--- src/rtl/score_str_renderer.sv ---
`default_nettype none
// ============================================================================
// Module   : score_str_renderer
// Purpose  : Draws an N-glyph string from the "score" glyph ROM into a fixed
//            screen rectangle. Raster coordinates come in, a ROM row address
//            goes out, and the addressed glyph pixel comes back as a
//            registered on/off pixel. Two-cycle pipeline, one pixel per clock.
// Revision : 1.0 - initial release
// ----------------------------------------------------------------------------
// Ports
//   clk_i          in   1              pixel clock
//   reset_n_i      in   1              asynchronous active-low reset
//   en_i           in   1              active-video qualifier for x_i/y_i
//   x_i            in   coord_w_p      current pixel column
//   y_i            in   coord_w_p      current pixel row
//   frame_start_i  in   1              one-cycle pulse at start of each frame
//   rom_addr_o     out  clog2(depth_p) registered ROM row address
//   rom_data_i     in   width_p        ROM row data for rom_addr_o
//   pixel_o        out  1              glyph pixel lit
//   pixel_valid_o  out  1              pixel_o belongs to an active-video input
// ----------------------------------------------------------------------------
// Optional feature macro: SCORE_STR_BLINK_EN
//   When defined, the string blinks: it is shown for blink_frames_p frames
//   and hidden for blink_frames_p frames, counted on frame_start_i.
//   When undefined, the string is always visible and frame_start_i is unused.
// ============================================================================
module score_str_renderer #(
  parameter int width_p        = 32,
  parameter int glyph_h_p      = 64,
  parameter int depth_p        = 512,
  parameter int str_len_p      = 8,
  parameter int org_x_p        = 64,
  parameter int org_y_p        = 32,
  parameter int coord_w_p      = 11,
  parameter int blink_frames_p = 30
) (
  input  logic                       clk_i,
  input  logic                       reset_n_i,
  input  logic                       en_i,
  input  logic [coord_w_p-1:0]       x_i,
  input  logic [coord_w_p-1:0]       y_i,
  input  logic                       frame_start_i,
  output logic [$clog2(depth_p)-1:0] rom_addr_o,
  input  logic [width_p-1:0]         rom_data_i,
  output logic                       pixel_o,
  output logic                       pixel_valid_o
);

  localparam int c_addr_w  = $clog2(depth_p);
  localparam int c_col_w   = $clog2(width_p);
  localparam int c_row_w   = $clog2(glyph_h_p);
  localparam int c_glyph_w = c_addr_w - c_row_w;

  // Box bounds evaluated in 32 bits so a box running past the coordinate
  // range is simply clipped at the coordinate maximum instead of wrapping.
  localparam logic [31:0] c_x_beg = 32'(org_x_p);
  localparam logic [31:0] c_x_end = 32'(org_x_p + str_len_p * width_p);
  localparam logic [31:0] c_y_beg = 32'(org_y_p);
  localparam logic [31:0] c_y_end = 32'(org_y_p + glyph_h_p);

  // --------------------------------------------------------------------------
  // Elaboration-time parameter check
  // --------------------------------------------------------------------------
  if ((str_len_p * glyph_h_p > depth_p) ||
      ((width_p & (width_p - 1)) != 0) ||
      ((glyph_h_p & (glyph_h_p - 1)) != 0)) begin : g_param_check_fail
    $error("score_str_renderer: str_len_p*glyph_h_p > depth_p or non power-of-two width_p/glyph_h_p");
  end

  // --------------------------------------------------------------------------
  // Box geometry (combinational, ahead of stage 1)
  // --------------------------------------------------------------------------
  logic [coord_w_p:0]   w_dx;
  logic [coord_w_p:0]   w_dy;
  logic                 w_in_x;
  logic                 w_in_y;
  logic                 w_in_box;
  logic [c_glyph_w-1:0] w_glyph;
  logic [c_row_w-1:0]   w_row;
  logic [c_col_w-1:0]   w_col;

  assign w_dx = {1'b0, x_i} - (coord_w_p + 1)'(org_x_p);
  assign w_dy = {1'b0, y_i} - (coord_w_p + 1)'(org_y_p);

  assign w_in_x   = (32'(x_i) >= c_x_beg) && (32'(x_i) < c_x_end);
  assign w_in_y   = (32'(y_i) >= c_y_beg) && (32'(y_i) < c_y_end);
  assign w_in_box = en_i && w_in_x && w_in_y;

  // Power-of-two geometry: divide and modulo reduce to bit slices.
  assign w_glyph = w_dx[c_col_w +: c_glyph_w];
  assign w_row   = w_dy[c_row_w-1:0];
  assign w_col   = w_dx[c_col_w-1:0];

  // Upper difference bits only matter inside the compare above.
  logic unused_w;
  assign unused_w = ^{frame_start_i, w_dx, w_dy};

  // --------------------------------------------------------------------------
  // Stage 1: ROM address and pixel-column bookkeeping
  // --------------------------------------------------------------------------
  logic [c_addr_w-1:0] rom_addr_q, rom_addr_d;
  logic [c_col_w-1:0]  s1_col_q,   s1_col_d;
  logic                s1_in_q,    s1_in_d;
  logic                s1_v_q,     s1_v_d;

  always_comb begin
    rom_addr_d = '0;
    if (w_in_box) begin
      rom_addr_d = {w_glyph, w_row};
    end
    s1_col_d = w_col;
    s1_in_d  = w_in_box;
    s1_v_d   = en_i;
  end

  always_ff @(posedge clk_i or negedge reset_n_i) begin
    if (!reset_n_i) begin
      rom_addr_q <= '0;
      s1_col_q   <= '0;
      s1_in_q    <= 1'b0;
      s1_v_q     <= 1'b0;
    end else begin
      rom_addr_q <= rom_addr_d;
      s1_col_q   <= s1_col_d;
      s1_in_q    <= s1_in_d;
      s1_v_q     <= s1_v_d;
    end
  end

  assign rom_addr_o = rom_addr_q;

  // --------------------------------------------------------------------------
  // Optional blink control
  // --------------------------------------------------------------------------
  logic w_vis;

`ifdef SCORE_STR_BLINK_EN
  localparam int c_cnt_w = (blink_frames_p > 1) ? $clog2(blink_frames_p) : 1;
  localparam logic [c_cnt_w-1:0] c_cnt_last = c_cnt_w'(blink_frames_p - 1);

  logic [c_cnt_w-1:0] blink_cnt_q, blink_cnt_d;
  logic               vis_q,       vis_d;

  always_comb begin
    blink_cnt_d = blink_cnt_q;
    vis_d       = vis_q;
    if (frame_start_i) begin
      if (blink_cnt_q == c_cnt_last) begin
        blink_cnt_d = '0;
        vis_d       = ~vis_q;
      end else begin
        blink_cnt_d = blink_cnt_q + 1'b1;
      end
    end
  end

  // A frame_start_i pulse during reset is dropped by the async clear.
  always_ff @(posedge clk_i or negedge reset_n_i) begin
    if (!reset_n_i) begin
      blink_cnt_q <= '0;
      vis_q       <= 1'b1;
    end else begin
      blink_cnt_q <= blink_cnt_d;
      vis_q       <= vis_d;
    end
  end

  assign w_vis = vis_q;
`else
  assign w_vis = 1'b1;
`endif

  // --------------------------------------------------------------------------
  // Stage 2: pixel extraction
  // --------------------------------------------------------------------------
  // MSB of a ROM word is the leftmost pixel, so the bit index is
  // width_p-1-col, which for a power-of-two width is the bitwise inverse.
  logic [c_col_w-1:0] w_bit_idx;
  assign w_bit_idx = ~s1_col_q;

  logic pixel_q,       pixel_d;
  logic pixel_valid_q, pixel_valid_d;

  always_comb begin
    // The ROM word is only looked at for in-box pixels, so an unknown word
    // from an out-of-range ROM default cannot leak onto pixel_o.
    pixel_d = 1'b0;
    if (s1_in_q && w_vis) begin
      pixel_d = rom_data_i[w_bit_idx];
    end
    pixel_valid_d = s1_v_q;
  end

  always_ff @(posedge clk_i or negedge reset_n_i) begin
    if (!reset_n_i) begin
      pixel_q       <= 1'b0;
      pixel_valid_q <= 1'b0;
    end else begin
      pixel_q       <= pixel_d;
      pixel_valid_q <= pixel_valid_d;
    end
  end

  assign pixel_o       = pixel_q;
  assign pixel_valid_o = pixel_valid_q;

endmodule
`default_nettype wire

--- config.mk ---
export PLATFORM = sky130hd
export DESIGN_NAME = score_str_renderer
export DESIGN_NICKNAME = d
export VERILOG_FILES = /design/src/rtl/score_str_renderer.sv
export SDC_FILE = /design/constraint.sdc
export NUM_CORES = 1
export LEC_CHECK = 0
export ABC_AREA = 1
export CAP_MARGIN = 20
export CORE_MARGIN = 2
export CORE_UTILIZATION = 35
export CTS_CLUSTER_DIAMETER = 40
export DETAILED_ROUTE_END_ITERATION = 10
export PLACE_DENSITY = 0.84
export SYNTH_ARGS = -nofsm -noshare
export SYNTH_HDL_FRONTEND = slang
export SYNTH_SLANG_ARGS = --single-unit
--- constraint.sdc ---
create_clock -name clk_i -period 1.6 [get_ports clk_i]
set_input_delay 0.24 -clock clk_i [delete_from_list [all_inputs] [get_ports clk_i]]
set_output_delay 0.24 -clock clk_i [all_outputs]
set_load 0.005 [all_outputs]
### Yosys cells after proc, flatten, opt, wreduce, memory -nomap -nowiden

Cells that the tools add are included.

| operators by class | value |
|---|---|
| add/subtract/negate cells | 2 |
| reduce and logical (&&, ||, !) cells | 4 |
| magnitude comparators | 5 |
| multiplexer cells | 4 |
| bitwise operators | 1 |

Operator list:

| cell | count |
|---|---|
| >= comparator 11 x 6 -> 1 bit, second input constant | 1 |
| >= comparator 11 x 7 -> 1 bit, second input constant | 1 |
| less-than comparator 11 x 7 -> 1 bit, second input constant | 1 |
| less-than comparator 11 x 9 -> 1 bit, second input constant | 1 |
| two-way mux 9 bit | 1 |
| subtractor 8 x 7 -> 8 bit, second input constant | 1 |
| less-than comparator 5 x 6 -> 1 bit, second input constant | 1 |
| subtractor 6 bit, second input constant | 1 |
| binary-select mux 1 bit (select 5 bit) | 1 |
| NOT 5 bit | 1 |
| logical AND 1 bit | 4 |
| two-way mux 1 bit | 2 |

| storage, ports and cells | value |
|---|---|
| flip-flop bits (word level) | 18 |
| output and inout port bits | 11 |
| input bits | 58 |

### Depth between registers and ports, before layout

Gate-level depths: netlist (run 1).

| depth | value |
|---|---|
| depth after elaboration | 5 |
| depth in mapped cells | 11 |
| depth with buffers taken out | 9 |

### Worst setup path before layout (run 1)

OpenSTA, ideal clock, no wires.

| timing path | value |
|---|---|
| path kind | reg-to-reg |
| from | register s1_col_q[0] |
| to | register pixel_q (netlist: pixel_o) |
| path slack | 0.438 ns |
| clock period less this slack | 1.162 ns |
| setup time | 0.117 ns |
| data arrival time | 1.046 ns |
| cell stages (with the launch flop) | 11 |
| cells stage by stage | dfrtp_1 > buf_6 > buf_8 > nand2_1 > nand3_1 > nand3_1 > nand2_1 > nand2_1 > nand2_1 > nor2_1 > nor2_1 |

| on the way | value |
|---|---|
| word-level cells in the longest chain between the ends | 4 |

RTL lines:

| element | line | RTL |
|---|---|---|
| start, declared | 102 | `logic [c_col_w-1:0] s1_col_q, s1_col_d;` |
| start signal, assigned | 124 | `s1_col_q <= s1_col_d;` |
| NOT 5 bit | 179 | `assign w_bit_idx = ~s1_col_q;` |
| binary-select mux 1 bit (select 5 bit) | 189 | `pixel_d = rom_data_i[w_bit_idx];` |
| two-way mux 1 bit (not written as such) | 189 |  |
| two-way mux 1 bit | 188 | `if (s1_in_q && w_vis) begin` |
| net pixel_d | 181 | `logic pixel_q, pixel_d;` |
| end signal, assigned | 199 | `pixel_q <= pixel_d;` |
| end, declared | 181 |  |

The timed path passes the listed nets, and every way through them passes these cells. The select of a mux whose other input is x is not followed.

### Worst setup path after layout (run 1)

| timing path | value |
|---|---|
| from | register rom_addr_q[2] (netlist: rom_addr_o[2]) |
| to | output port rom_addr_o[2] |

RTL lines:

| element | line | RTL |
|---|---|---|
| start, declared | 101 | `logic [c_addr_w-1:0] rom_addr_q, rom_addr_d;` |
| start signal, assigned | 123 | `rom_addr_q <= rom_addr_d;` |
| end, declared | 43 | `output logic [$clog2(depth_p)-1:0] rom_addr_o,` |

No word-level cell between the ends.

==> results.json, run 1 <==
{
  "status": "completed",
  "dieArea_um2": 3330,
  "synth-main-ff-cell": "dfrtp_1",
  "power_leakage_nw": 0.827,
  "drive_gt1_frac": 0.102,
  "cts_sinks": 18,
  "r2r-end": "pixel_o",
  "synthesis.nets": 187,
  "startpoint": "rom_addr_o[2]",
  "synth_edf_count": 0,
  "cp.arrival_ns": 1.13,
  "fp.dieH_um": 57.7,
  "rsz0062_at_grt": "false",
  "crit_chain": "clkdlybuf4s50_1",
  "synth.top_cell.area_share": 0.446,
  "cts_setup_buffers": 0,
  "vias": 1071,
  "clkTransAtPathRegs_ns": 0.10,
  "power.density_nw_per_um2": 580,
  "yosysMostFrequentCell": "nand2_1",
  "drt_iter0_drc": 72,
  "grt_pass1_wl_um": 4440,
  "grt_max_degree": 19,
  "routed_wl_um": 2520,
  "drc": 0,
  "fin_nets": 257,
  "timing.final.ws_setup_ns": 0.227,
  "row_count": 19,
  "h-tree-depth": 1,
  "floorplan.initialDensity": 0.367,
  "syn2layout_area_growth_pct": 69.9,
  "finalHoldViolCount": 0,
  "numCtsBuffers": 3,
  "postCtsHoldBufs": 0,
  "critPathSlowestCell": "clkdlybuf4s50_1",
  "critPathTopFamily": "buffers and inverters",
  "synth_area_um2": 1010,
  "grtUsageTotal": 0.170,
  "antenna_found_initial": 0,
  "avgSynthCellArea_um2": 7.90,
  "synthArstFlopShare": 1.00,
  "setup_viol": 0,
  "min_path_type": "in2async",
  "report.final.slew_viol_count": 0,
  "ctsResizeCount": 0,
  "netlist_top_cells_count": "nand2_1 (32), nand3_1 (19), nor2_1 (19)",
  "wl_per_cell_um": 11.1,
  "first_pass_iters": 3,
  "critPathMaxStageDelay_ns": 0.50,
  "ant_nets": 0,
  "synth_area_leader_cell": "dfrtp_1",
  "syn_inst": 128,
  "fin_worst_skew_ns": 0.00554,
  "root_buffer": "clkbuf_4",
  "worst-path-buf-inv": 1,
  "cp.depth": 1,
  "gp_congestion": 0.791,
  "place_hpwl_um": 2110,
  "fmax_mhz": 728,
  "worst_pin_slew_ns": 0.304,
  "yosysUniqueCellTypes": 21,
  "period_share": 0.858,
  "ys_seq_elements": 18,
  "fp.dieW_um": 57.7,
  "grt_pass1_vias": 1113,
  "drv_cap": 0,
  "endpoint_kind": "output pin",
  "fin_crit_ns": 1.37,
  "dp_slack_ns": -0.0677,
  "slew-limit-headroom": 0.796,
  "cts_buffer_depth": 2,
  "r2r_setup_slack_ns": 0.29,
  "synth_warnings": 0,
  "diodes": 0,
  "synth.area.top_cells": "dfrtp_1 (45%), nand2_1 (12%), nand3_1 (9.4%)",
  "ir_drop_mv": 0.617,
  "seq_area_frac_synth": 0.446,
  "path_max_fanout": 1,
  "clock_latency_ns": 0.29,
  "cp_data_required_time_ns": 1.36,
  "final_core_util": 0.623,
  "pin_count": 69,
  "critical_path_class": "reg2out",
  "ff2ff_path_depth": 8,
  "reg2reg_from": "s1_col_q[1]",
  "io_buffers": 67,
  "design.core.area_um2": 2760,
  "vias_per_cell": 4.70,
  "cts_tree": "built",
  "critPathLaunchType": "flip-flop",
  "grt-ovfl-total": 0,
  "timing.critical_path.to": "rom_addr_o[2]"
}
worst min path at each step:
stage	slack, ns	from	end
floorplan	-0.06	reset_n_i	pixel_o
global placement	0.34	pixel_valid_d	pixel_valid_o
detailed placement	0.35	pixel_valid_d	pixel_valid_o
CTS	0.27	reset_n_i	rom_addr_o[0]
global route	0.28	reset_n_i	rom_addr_o[6]
finish	0.27	reset_n_i	rom_addr_o[2]
report_power, final:
group	internal (W)	switching, W
combinational	0.000163	0.0000926
sequential	0.000464	0.00000853
clock	0.000139	0.000130
total	0.000765	0.000231
state kept, by name, summed over array words and instances (netlist names):
name / cells
rom_addr_o: 9
pixel_valid_o: 1
s1_in_q: 1
s1_col_q: 5
pixel_o: 1
pixel_valid_d: 1
through the flow:
stage	hold WS [ns]	power [W]	TNS [ns]	area, um2	instances
detailed placement	0.351	0.000740	-0.467	1680	224
finish	0.265	0.000997	0	1720	228
global route	0.279	0.00107	0	1720	228
global placement	0.336	0.000733	0	1680	224
CTS	0.267	0.00102	0	1720	228
floorplan	-0.0556	0.000579	0	1010	128
per-layer routing:
layer	GRT usage	part of all wire
met5	0	0
met4	0.0498	0.012
met3	0.0781	0.15
met2	0.310	0.47
met1	0.174	0.37
final cells by class:
cell class              count  area (um2)
clock buffers               4        36.3
well taps                  31        38.8
inverters                  16        67.6
fillers                   245        1040
repair buffers             69         686
multi-input cells          90         439
flip-flops and latches     18         450
placed cells by master (no fill, tap or decap), drive strengths merged:
| master | instances |
|---|---|
| clkdlybuf4s50 | 67 |
| nand2 | 39 |
| nand3 | 22 |
| nor2 | 19 |
| dfrtp | 18 |
| inv | 16 |
| clkbuf | 4 |
| o21ai | 3 |
| buf | 2 |
| nand4 | 2 |
| nor4 | 2 |
| nor3 | 1 |
| xor2 | 1 |
| ha | 1 |
worst reg2reg max path: cells and delay by family (launching register included):
family / cells / cell delay (ns)
DFF: 1 / 0.53
and+or+nand+nor: 5 / 0.40
buffers and inverters: 1 / 0.16
AOI/OAI and AO/OA: 2 / 0.16
logic make-up (layout without fill, tap and decap cells):
logic type,count (synthesis),after routing,share of synthesized area
AO/OA/AOI/OAI,3,3,0.0148
XOR/XNOR,1,1,0.00866
adder cells (fa/ha/maj),1,1,0.0124
buffers and inverters,20,89,0.120
flip-flops,18,18,0.446
AND/OR/NAND/NOR,85,85,0.399
Note: power is estimated with default switching activity, not from simulation.
==> run 2: changes to the inputs <==
GPL_TIMING_DRIVEN = 0   (was default)
==> results.json, run 2 (synthesis results as in run 1) <==
{
  "path_max_fanout": 1,
  "ctsResizeCount": 0,
  "critical_path_class": "reg2out",
  "drive_gt1_frac": 0.111,
  "pin_count": 69,
  "setup_viol": 0,
  "rsz0062_at_grt": "false",
  "grt_pass1_vias": 1034,
  "endpoint_kind": "output pin",
  "hold_ws_ns": 0.365,
  "largest_reg_flops": 9,
  "swShare": 0.233,
  "worst_pin_slew_ns": 0.762,
  "grtUsageTotal": 0.158,
  "register_area_um2": 450,
  "row_count": 19,
  "critPathLaunchType": "flip-flop",
  "mostFrequentLayoutCell": "clkdlybuf4s50_1",
  "grt_pass1_wl_um": 4140,
  "r2r_setup_slack_ns": 0.30,
  "critPathTopFamily": "buffers and inverters",
  "diodes": 0,
  "fmax_mhz": 719,
  "report.final.slew_viol_count": 0,
  "ant_nets": 0,
  "fp.dieW_um": 57.7,
  "drc": 0,
  "status": "completed",
  "cts_sinks": 18,
  "dp_slack_ns": -0.0454,
  "p_switching_w": 0.000235,
  "routed_wl_um": 2640,
  "h-tree-depth": 1,
  "power.density_nw_per_um2": 575,
  "mostFrequentLayoutCells": "clkdlybuf4s50_1 (67), nand2_1 (32), nor2_1 (19), nand3_1 (19), dfrtp_1 (18)",
  "timing.final.ws_setup_ns": 0.210,
  "fin_crit_ns": 1.39,
  "cts_setup_buffers": 0,
  "period_share": 0.869,
  "dieArea_um2": 3330,
  "clkTransAtPathRegs_ns": 0.10,
  "antenna_found_initial": 0,
  "critPathMaxStageDelay_ns": 0.52,
  "slew-limit-headroom": 0.490,
  "floorplan.initialDensity": 0.367,
  "wl_per_cell_um": 11.5,
  "gp_congestion": 0.854,
  "first_pass_iters": 4,
  "root_buffer": "clkbuf_4",
  "vias_per_cell": 4.72,
  "postCtsHoldBufs": 0,
  "drt_iter0_drc": 58,
  "grt-ovfl-total": 0,
  "cts_tree": "built",
  "numCtsBuffers": 3,
  "place_hpwl_um": 2170,
  "fin_nets": 259,
  "worst-path-buf-inv": 1,
  "syn2layout_area_growth_pct": 73.8,
  "seqPwrFrac": 0.464,
  "fillCellCount": 245,
  "p_clk_frac": 0.265,
  "drv_cap": 0,
  "finalHoldViolCount": 0,
  "cp.arrival_ns": 1.15,
  "fp.dieH_um": 57.7,
  "min_path_type": "reg2reg",
  "ir_drop_mv": 0.527,
  "pwr-share-comb": 0.270,
  "clock_latency_ns": 0.28,
  "post-route-cell-area_um2": 1760,
  "internal_power_w": 0.000775,
  "critPathSlowestCell": "clkdlybuf4s50_1",
  "cp_data_required_time_ns": 1.36,
  "totalPowerFinal_w": 0.00101,
  "vias": 1085,
  "final_core_util": 0.637,
  "multi_input_area_um2": 439,
  "fin_worst_skew_ns": 0.00329,
  "power_leakage_nw": 0.845,
  "dpl_cell_area_um2": 1720,
  "crit_chain": "clkdlybuf4s50_1",
  "grt_max_degree": 19,
  "cts_buffer_depth": 2,
  "io_buffers": 67,
  "design.core.area_um2": 2760
}
[run 2: cell types whose count changed in the layout (fill, tap and decap cells not counted)]
cell / previous run / this run
buf_12: 0 / 1
buf_6: 0 / 1
buf_4: 2 / 1
buf_8: 0 / 1
[run 2: power by group through the flow]
| stage | combinational (W) | clock [W] | sequential, W |
|---|---|---|---|
| after CTS | 0.000276 | 0.000280 | 0.000469 |
| final | 0.000273 | 0.000268 | 0.000469 |
| after global routing | 0.000299 | 0.000302 | 0.000470 |
| after detailed placement | 0.000274 | 0 | 0.000478 |
| after floorplan | 0.000101 | 0 | 0.000477 |
| after global placement | 0.000268 | 0 | 0.000478 |
[run 2: area by class of cell]
cell class / count / share of cell area
well taps: 31 / 0.0221
clock buffers: 4 / 0.0207
inverters: 16 / 0.0385
plain buffers: 4 / 0.0306
flip-flops and latches: 18 / 0.256
repair buffers: 67 / 0.382
multi-input cells: 90 / 0.250
[run 2: path summary, 6_finish.rpt]
check                                    from            end  depth (start not counted)
worst max-delay path            rom_addr_o[6]  rom_addr_o[6]                          1
worst min-delay path            pixel_valid_d  pixel_valid_o                          0
worst max register to register    s1_col_q[0]        pixel_o                         11
worst min register to register  pixel_valid_d  pixel_valid_o                          0
max in group asynchronous           reset_n_i    s1_col_q[1]                          1
min in group asynchronous           reset_n_i  rom_addr_o[1]                          1
[run 2: metrics by stage]
stage | setup TNS, ns | instances
after global placement | -0.0295 | 226
after global routing | 0 | 230
final | 0 | 230
after floorplan | 0 | 128
after CTS | 0 | 230
after detailed placement | -0.257 | 226
[run 2: per-layer routing]
metal / wire length (um) / track usage
met5: 0 / 0
met4: 15 / 0.0598
met3: 359 / 0.0647
met2: 1260 / 0.289
met1: 1000 / 0.159
